File: config.mk
export PLATFORM = sky130hd
export DESIGN_NAME = vram_arbiter
export DESIGN_NICKNAME = d
export VERILOG_FILES = /design/src/rtl/vram_arb_pkg.sv /design/src/rtl/sat_counter.sv /design/src/rtl/vram_arbiter.sv
export SDC_FILE = /design/constraint.sdc
export NUM_CORES = 1
export LEC_CHECK = 0
export BUFFER_PORTS_ARGS = -buffer_cell sky130_fd_sc_hd__clkbuf_2
export CAP_MARGIN = 30
export CORE_MARGIN = 2
export CORE_UTILIZATION = 52
export CTS_CLUSTER_SIZE = 10
export DETAILED_ROUTE_END_ITERATION = 10
export GPL_TIMING_DRIVEN = 0
export PLACE_DENSITY_LB_ADDON = 0.3
export SLEW_MARGIN = 20
export SYNTH_ARGS = -nofsm -noshare
export SYNTH_HDL_FRONTEND = slang
export SYNTH_SLANG_ARGS = --single-unit
export TNS_END_PERCENT = 1
File: constraint.sdc
create_clock -name clk_i -period 3.02 [get_ports clk_i]
set_input_delay 0.755 -clock clk_i [delete_from_list [all_inputs] [get_ports clk_i]]
set_output_delay 0.755 -clock clk_i [all_outputs]
set_load 0.01 [all_outputs]
File: src/rtl/vram_arb_pkg.sv
// Shared definitions for the CPU/VPU shared-RAM arbiter.
// Holds the arbiter state encoding, register window addresses and counter widths.
// Imported by vram_arbiter; no logic of its own.
package vram_arb_pkg;

  // Encoding is visible to software through status register bits [1:0].
  typedef enum logic [1:0] {
    ARB_CPU  = 2'd0,
    ARB_HREQ = 2'd1,
    ARB_VPU  = 2'd2,
    ARB_TURN = 2'd3
  } arb_state_e;

  localparam logic [1:0] REG_STATUS    = 2'd0;
  localparam logic [1:0] REG_STOLEN_LO = 2'd1;
  localparam logic [1:0] REG_STOLEN_HI = 2'd2;
  localparam logic [1:0] REG_MAX_LAT   = 2'd3;

  localparam int STOLEN_W = 16;
  localparam int LAT_W    = 8;
  localparam int TURN_W   = 3;

endpackage

File: src/rtl/sat_counter.sv
// Saturating up-counter with synchronous clear.
// Ports: clk_i/rst_i (sync active-high), clr_i (wins over inc_i), inc_i,
//        cnt_o current count, sat_o high when the count is all ones.
module sat_counter #(
  parameter int W = 8
) (
  input  logic         clk_i,
  input  logic         rst_i,
  input  logic         clr_i,
  input  logic         inc_i,
  output logic [W-1:0] cnt_o,
  output logic         sat_o
);

  logic [W-1:0] cnt_q, cnt_d;

  assign sat_o = &cnt_q;
  assign cnt_o = cnt_q;

  always_comb begin
    cnt_d = cnt_q;
    if (clr_i) begin
      cnt_d = '0;
    end else if (inc_i && !sat_o) begin
      cnt_d = cnt_q + 1'b1;
    end
  end

  always_ff @(posedge clk_i) begin
    if (rst_i) begin
      cnt_q <= '0;
    end else begin
      cnt_q <= cnt_d;
    end
  end

endmodule

File: src/rtl/vram_arbiter.sv
// Shared-RAM arbiter: halts the CPU on a VPU DMA request, grants the RAM to the VPU,
// registers VPU read data, then returns the bus after a turnaround.
// Ports: CPU bus (cpu_*), VPU DMA (vpu_*), RAM (ram_*), register window (cs/rw/ad/di/do).
module vram_arbiter
  import vram_arb_pkg::*;
#(
  parameter int AW   = 16,
  parameter int TURN = 1
) (
  input  logic          clk_i,
  input  logic          rst_i,
  input  logic          cs_i,
  input  logic          rw_i,
  input  logic [1:0]    ad_i,
  input  logic [7:0]    di_i,
  output logic [7:0]    do_o,
  input  logic [AW-1:0] cpu_addr_i,
  input  logic [7:0]    cpu_dout_i,
  output logic [7:0]    cpu_din_o,
  input  logic          cpu_rw_i,
  input  logic          cpu_vma_i,
  output logic          cpu_halt_o,
  input  logic          cpu_ba_i,
  input  logic          vpu_hold_i,
  input  logic          vpu_cs_i,
  input  logic [AW-1:0] vpu_addr_i,
  output logic [7:0]    vpu_data_o,
  output logic          vpu_grant_o,
  output logic [AW-1:0] ram_addr_o,
  input  logic [7:0]    ram_rdata_i,
  output logic [7:0]    ram_wdata_o,
  output logic          ram_we_o,
  output logic          ram_oe_o
);

  localparam logic [TURN_W-1:0] TURN_LOAD = TURN_W'(TURN - 1);

  arb_state_e          state_q;
  logic                cpu_halt_q;
  logic                vpu_grant_q;
  logic [TURN_W-1:0]   turn_cnt_q;
  logic [AW-1:0]       ram_addr_q;
  logic [7:0]          vpu_data_q;
  logic [7:0]          do_q;
  logic [7:0]          shadow_q;
  logic [7:0]          max_lat_q;

  logic [STOLEN_W-1:0] stolen_cnt;
  logic                stolen_sat;
  logic [LAT_W-1:0]    lat_cnt;
  logic                lat_sat;
  logic [LAT_W-1:0]    lat_now;
  logic                hreq_exit;
  logic                reg_rd;
  logic                reg_wr;
  logic [7:0]          status;

  // ---------------------------------------------------------------------------
  // Arbiter FSM
  // ---------------------------------------------------------------------------
  always_ff @(posedge clk_i) begin
    if (rst_i) begin
      state_q     <= ARB_CPU;
      cpu_halt_q  <= 1'b0;
      vpu_grant_q <= 1'b0;
      turn_cnt_q  <= '0;
    end else begin
      case (state_q)
        ARB_CPU: begin
          if (vpu_hold_i) begin
            state_q    <= ARB_HREQ;
            cpu_halt_q <= 1'b1;
          end
        end
        ARB_HREQ: begin
          // A requester that has gone away is not granted, even if BA lands now.
          if (!vpu_hold_i) begin
            state_q    <= ARB_CPU;
            cpu_halt_q <= 1'b0;
          end else if (cpu_ba_i) begin
            state_q     <= ARB_VPU;
            vpu_grant_q <= 1'b1;
          end
        end
        ARB_VPU: begin
          if (!vpu_hold_i) begin
            state_q     <= ARB_TURN;
            vpu_grant_q <= 1'b0;
            turn_cnt_q  <= TURN_LOAD;
          end
        end
        ARB_TURN: begin
          // Always lands in CPU, so a re-request waits one unhalted CPU cycle.
          if (turn_cnt_q == '0) begin
            state_q    <= ARB_CPU;
            cpu_halt_q <= 1'b0;
          end else begin
            turn_cnt_q <= turn_cnt_q - 1'b1;
          end
        end
        default: state_q <= ARB_CPU;
      endcase
    end
  end

  assign cpu_halt_o  = cpu_halt_q;
  assign vpu_grant_o = vpu_grant_q;

  // ---------------------------------------------------------------------------
  // RAM muxes
  // ---------------------------------------------------------------------------
  always_comb begin
    ram_addr_o  = cpu_addr_i;
    ram_wdata_o = cpu_dout_i;
    ram_we_o    = 1'b0;
    ram_oe_o    = 1'b0;
    case (state_q)
      ARB_CPU, ARB_HREQ: begin
        ram_we_o = cpu_vma_i & ~cpu_rw_i;
        ram_oe_o = cpu_vma_i & cpu_rw_i;
      end
      ARB_VPU: begin
        ram_addr_o = vpu_addr_i;
        ram_oe_o   = vpu_cs_i;
      end
      default: begin
        ram_addr_o = ram_addr_q;
      end
    endcase
  end

  assign cpu_din_o = ram_rdata_i;

  // ram_addr_q remembers the last driven address so TURN keeps the bus quiet.
  always_ff @(posedge clk_i) begin
    if (rst_i) begin
      ram_addr_q <= '0;
      vpu_data_q <= 8'h00;
    end else begin
      if (state_q != ARB_TURN) begin
        ram_addr_q <= ram_addr_o;
      end
      if (state_q == ARB_VPU && vpu_cs_i) begin
        vpu_data_q <= ram_rdata_i;
      end
    end
  end

  assign vpu_data_o = vpu_data_q;

  // ---------------------------------------------------------------------------
  // Statistics counters
  // ---------------------------------------------------------------------------
  assign reg_rd = cs_i & rw_i;
  assign reg_wr = cs_i & ~rw_i;

  sat_counter #(.W(STOLEN_W)) u_stolen (
    .clk_i (clk_i),
    .rst_i (rst_i),
    .clr_i (reg_wr && ad_i == REG_STOLEN_LO),
    .inc_i (cpu_halt_q & ~stolen_sat),
    .cnt_o (stolen_cnt),
    .sat_o (stolen_sat)
  );

  // Per-request latency restarts whenever the FSM is outside HREQ.
  sat_counter #(.W(LAT_W)) u_latency (
    .clk_i (clk_i),
    .rst_i (rst_i),
    .clr_i (state_q != ARB_HREQ),
    .inc_i (state_q == ARB_HREQ),
    .cnt_o (lat_cnt),
    .sat_o (lat_sat)
  );

  assign hreq_exit = (state_q == ARB_HREQ) && (cpu_ba_i || !vpu_hold_i);
  // The counter has not yet seen the exit cycle itself, so add it here.
  assign lat_now   = lat_sat ? '1 : lat_cnt + 1'b1;

  // ---------------------------------------------------------------------------
  // Register window
  // ---------------------------------------------------------------------------
  assign status = {4'b0000, vpu_grant_q, cpu_halt_q, state_q};

  always_ff @(posedge clk_i) begin
    if (rst_i) begin
      do_q      <= 8'h00;
      shadow_q  <= 8'h00;
      max_lat_q <= 8'h00;
    end else begin
      if (reg_rd) begin
        case (ad_i)
          REG_STATUS:    do_q <= status;
          REG_STOLEN_LO: begin
            // Snapshot the high byte so a following read of reg 2 is coherent.
            do_q     <= stolen_cnt[7:0];
            shadow_q <= stolen_cnt[15:8];
          end
          REG_STOLEN_HI: do_q <= shadow_q;
          default:       do_q <= max_lat_q;
        endcase
      end
      if (reg_wr && ad_i == REG_STOLEN_HI) begin
        shadow_q <= 8'h00;
      end
      if (reg_wr && ad_i == REG_MAX_LAT) begin
        max_lat_q <= 8'h00;
      end else if (hreq_exit && lat_now > max_lat_q) begin
        max_lat_q <= lat_now;
      end
    end
  end

  assign do_o = do_q;

endmodule

Word level (Yosys, flattened, before mapping)
Cells that the tools add are included. W data, S select, Z words.

$add $sub $neg: 3. Order comparisons: 1. Equal/unequal tests: 16. Multiplexer cells: 21. Bitwise logic cells: 8. Reduce and logical (&&, ||, !) cells: 30.

Operators with widths (count): $pmux W16 S2 (1); $pmux W8 S3 (1); $add A16 B1 Y16 const B (1); $ne A2 B2 Y1 const B (8); $reduce_and A16 Y1 (1); $reduce_and A4 Y1 (3); $mux W2 (5); $reduce_or A2 Y1 (5); $add A8 B1 Y8 const B (1); $eq A2 B2 Y1 const B (4); $gt A8 B8 Y1 (1); $logic_and A1 B1 Y1 (8); $mux W8 (1); $pmux W2 S4 (1); $reduce_and A8 Y1 (1); $mux W1 (6); $mux W3 (2); $pmux W3 S2 (1); $and A1 B1 Y1 (5); $eq A2 B1 Y1 const B (2); $logic_not A2 Y1 (2); $pmux W1 S2 (2); $reduce_bool A2 Y1 (2); $logic_not A1 Y1 (3); other kinds (10) (12).

Bits in registers: 79. Output and inout bits: 52.

Depth between registers and ports, before layout
Word-level depth: 4. Gate-level depth with buffers: 12.

Modules after synthesis
Synthesis repeated with hierarchy kept, for this count alone.

Cells, all modules: 511. Area, all modules: 4394.2 sq um.

By module, submodules not included: vram_arbiter (instances 1, cells an instance 369, area each 3138.0 sq um); sat_counter at u_stolen (instances 1, cells an instance 97, area each 830.8 sq um); sat_counter at u_latency (instances 1, cells an instance 45, area each 425.4 sq um).

Least setup slack after synthesis
No wires, ideal clock.

Path type: register to register. Start point: reg u_latency.cnt_q[0], in the netlist u_latency.cnt_o[0]. End point: reg max_lat_q[0]. Arrival: 2472 ps. Required time: 2904 ps. Setup slack: 433 ps. Cell stages (with the launch flop): 13. Buffers on the path: 2. Cell sequence: dfxtp_1 -> ha_1 -> and2_1 -> buf_2 -> nor3b_1 -> a21oi_1 -> ha_1 -> nand4_1 -> or3_1 -> and3_1 -> buf_6 -> a21oi_2 -> and3b_1.

Word-level cells in the longest chain between the ends: 4. Elaborated cells between the ends (all ways): 5. Classes of those cells: add/sub: 1; order compare: 1; mux: 1; reduce/logical: 2.

RTL lines: from (decl) (RTL line sat_counter.sv:15) `logic [W-1:0] cnt_q, cnt_d;`; from (signal assigned) (RTL line sat_counter.sv:33) `cnt_q <= cnt_d;`; $add A8 B1 Y8 / $reduce_and A8 Y1 (equally long branches) (RTL line vram_arbiter.sv:178, sat_counter.sv:17); $mux W8 * (RTL line vram_arbiter.sv:178) `assign lat_now = lat_sat ? '1 : lat_cnt + 1'b1;`; net lat_now[7] (RTL line vram_arbiter.sv:52) `logic [LAT_W-1:0] lat_now;`; $gt A8 B8 Y1 * (RTL line vram_arbiter.sv:208) `end else if (hreq_exit && lat_now > max_lat_q) begin`; $logic_and A1 B1 Y1 * (RTL line vram_arbiter.sv:208); to (signal assigned) (RTL line vram_arbiter.sv:209) `max_lat_q <= lat_now;`; to (decl) (RTL line vram_arbiter.sv:46) `logic [7:0] max_lat_q;`.

Mark *: on every way through the listed nets, which the timed path passes. The rest lies on a longest branch. A chain may end at the register's enable or synchronous reset.

==> impl_results.md <==
* Core Area at around 7700 um^2
* Net total in the final layout at around 670
* CTS Hold Bufs at 0
* DR iter-0 viols at 168
* First-pass GRT wire length at between 15 and 20 mm
* Max cap viols at 0
* Synthesis-to-layout area growth at 20.7%
* Unrepaired setup endpoints after global routing: no
* Finished Cell Area at 5000 um^2
* Avg Inst Size Synth at ~8.6 um^2
* Routed Antenna Nets at 0
* Max Buffers Root-to-Sink at 2
* Clk sinks at slightly below 80
* CTS tree: done
* WHS Path Cells at 2
* Post-CTS sizing at 0
* Synth unique cells at between 50 and 60
* Dpl hpwl at 7.36 mm
* Die height at roughly 93 um
* Setup Total Neg Slack at 0 ns
* Ys flop type: dfxtp_1
* Flop and latch count out of synthesis at 79
* Vias at roughly 3900
* Initial antenna violation count at 0
* Tcrit/Tclk final at between 90% and 100%
* CP max FO at 10
* Site Rows at 32
* Fin Hold WS at 0.464 ns
* DRC viols at 0
* RR Startpoint: u_latency.cnt_o[0]
* Clock root cell: clkbuf_8
* Power Dens Cells at between 400 and 500 nW/um^2
* CP required at between 2 and 2.5 ns
* Setup Skew at ~0.0078 ns
* WS Path Type: flip-flop to output port
* H-Tree Depth at 3
* FMAX at around 350 MHz
* Synthesized cell area at 4140 um^2
* Max-slew violations at 0
* FF/Latch Area at around 1600 um^2
* Placement-stage cell area at roughly 4800 um^2
* Gate Count Post-Synth at just under 500
* Worst path max stage delay at 0.41 ns
* Post-synth top area share at between 30% and 40%
* Reg-to-Reg End: max_lat_q[0]
* Die ar. at ~8700 um^2
* Cell breakdown of the critical path: buf_2 -> buf_2 -> buf_2 -> buf_1 -> a21oi_1 -> clkbuf_2
* Routed WL at 9.73 mm
* CP most frequent cell: buf_2
* Critical path launch point type: flip-flop
* Global Route Usage Sum at between 20% and 30%
* Final setup viols at 0
* DR WL/cell at between 10 and 15 um
* Min Clock Period, post-route at around 2.9 ns
* Status: finished clean
* R2R Setup Slk at roughly 0.20 ns
* Asr flop ratio synth at 0%
* Port bufs at between 100 and 150
* Postcts setup bufs at 0
* CP Capture Type: output port
* CTS Buf Count at 9
* Placer Congestion at around 0.87
* Synthesized Nets at 560
* Ant diodes at 0
* # fillers at around 660
* Final hold violation count at 0
* Sequential-to-total area share from yosys stat at between 30% and 40%
* Worst Path Arrival at 2.10 ns
* Clock-pin slew on the worst setup and hold paths at about 0.080 ns
* CP max-delay cell: buf_1
* Clk_lat worst skew at ~0.36 ns
* Hold Path End: shadow_q[0]
* Slew HR at 58.7%
* Synth area leader: dfxtp_1
* Worst vdd ir at about 0.00027 V
* HP Start: shadow_q[0]
* HP Class: flip-flop to flip-flop
* Synth warnings at 0
* Total gr overflow at 0
* # IOs at about 120
* Die extent in x at a little over 90 um
* Post-synth EDFFs at 0
* Area of the multi-input gates at roughly 2300 um^2
* Number of global-route vias before repair at around 3600
* Worst reg2reg path depth at 12
* First drt pass iteration count at 5
* DR vias/cell at about 5.6
* Layout cells sized above 1 at approximately 27%
* Least-Margin Pin Slew at between 0.6 and 0.7 ns
* Pin count of the biggest net entering global routing at 15
* Ranking of synthesized cells by area: dfxtp_1 (38%), mux2i_1 (7.2%), nor2_1 (6.3%), a21oi_1 (5.1%), nand2_1 (3.8%)
* Initial Utilization at between 50% and 60%
* Leak pwr at 2.23 nW
-- cell usage in the layout, fill, tap and decap left out, drive strengths merged, types with 3 or more instances in the layout --
| cell | Yosys | layout |
|---|---|---|
| mux2 | 5 | 5 |
| dfxtp | 79 | 79 |
| nor3 | 11 | 11 |
| a221oi | 5 | 5 |
| nor2 | 70 | 70 |
| a21o | 3 | 3 |
| o21ai | 8 | 8 |
| a31oi | 4 | 4 |
| nor2b | 8 | 8 |
| nand3 | 17 | 17 |
| mux4 | 4 | 4 |
| a211oi | 3 | 3 |
| and3 | 5 | 5 |
| nand2 | 42 | 42 |
| nand2b | 5 | 5 |
| nand4 | 7 | 7 |
| clkbuf | 10 | 122 |
| clkinv | 0 | 3 |
| ha | 12 | 12 |
| nor3b | 6 | 6 |
| xor2 | 11 | 11 |
| a2111oi | 16 | 16 |
| mux2i | 30 | 30 |
| buf | 31 | 31 |
| a21oi | 43 | 43 |
| a21boi | 4 | 4 |
| and2 | 5 | 5 |
| and4 | 4 | 4 |
| inv | 12 | 13 |
-- cells in the mapped netlist, drive strengths merged (5+ instances only) --
master   number
o21ai         8
nand4         7
mux2          5
xor2         11
a2111oi      16
mux2i        30
a221oi        5
nand2b        5
nor3         11
dfxtp        79
a21oi        43
nand2        42
nand3        17
buf          31
inv          12
clkbuf       10
nor2         70
and3          5
ha           12
and2          5
nor2b         8
nor3b         6
-- stage by stage --
step                      instances  power, mW  utilization (%)  setup slack [ns]
final                           701       2.28             64.8             0.169
after global routing            701       2.40             64.8            0.0509
after CTS                       701       2.30             64.8             0.192
after detailed placement        685       1.43             61.9             0.232
after global placement          685       1.42             61.9             0.283
after floorplan                 481       1.31                -             0.433
-- worst max-delay path by stage --
stage / endpoint
2_1_floorplan: max_lat_q[0]
3_3_place_gp: max_lat_q[0]
3_5_place_dp: max_lat_q[0]
4_1_cts: ram_addr_o[9]
5_1_grt: ram_addr_o[2]
6_report: ram_addr_o[9]
-- registers in the layout, indices dropped and copies added (netlist names), 3 cells and up, named ones only --
signal	count
ram_addr_q	16
u_stolen.cnt_o	16
do_o	8
max_lat_q	8
shadow_q	8
u_latency.cnt_o	8
vpu_data_o	8
turn_cnt_q	3
-- final cells by class --
type                            instances  area share, %
Buffer                                 41           4.90
Inverter                               12          0.900
Sequential cell                        79           31.6
Tap cell                              102           2.55
Clock inverter                          6           1.88
Multi-Input combinational cell        349           45.4
Clock buffer                           10           2.55
Timing Repair Buffer                  102           10.2
-- layer usage --
layer / routed length, um / share of wire (%) / vias to the layer above / GRT usage, %
met3: 605 / 6.2 / 12 / 4.03
met4: 149 / 1.5 / 0 / 8.70
met1: 4180 / 43 / 1827 / 28.5
met5: 0 / 0 / - / 0
li1: - / - / 1937 / -
met2: 4790 / 49 / 128 / 39.2
-- report_power, final --
| group | switching (mW) | internal (mW) | total [mW] |
|---|---|---|---|
| clock | 0.405 | 0.473 | 0.878 |
| combinational | 0.170 | 0.141 | 0.311 |
| sequential | 0.0236 | 1.07 | 1.10 |
-- critical path: cells and delay by family (launching register included) --
kind	cells	cell delay (ns)
compound gates	1	0.16
buf+inv	5	1.26
flops	1	0.31
-- logic make-up after synthesis --
logic type                 Yosys count  share of synthesized area, %
muxes                               39                          10.8
buffers and inverters               53                          7.00
DFF                                 79                          38.2
and+or+nand+nor                    189                          22.2
adders and majority gates           12                          3.62
xor gates and xnor gates            13                          2.75
AOI/OAI and AO/OA                   96                          15.5
Note: power is estimated with default switching activity, not from simulation.
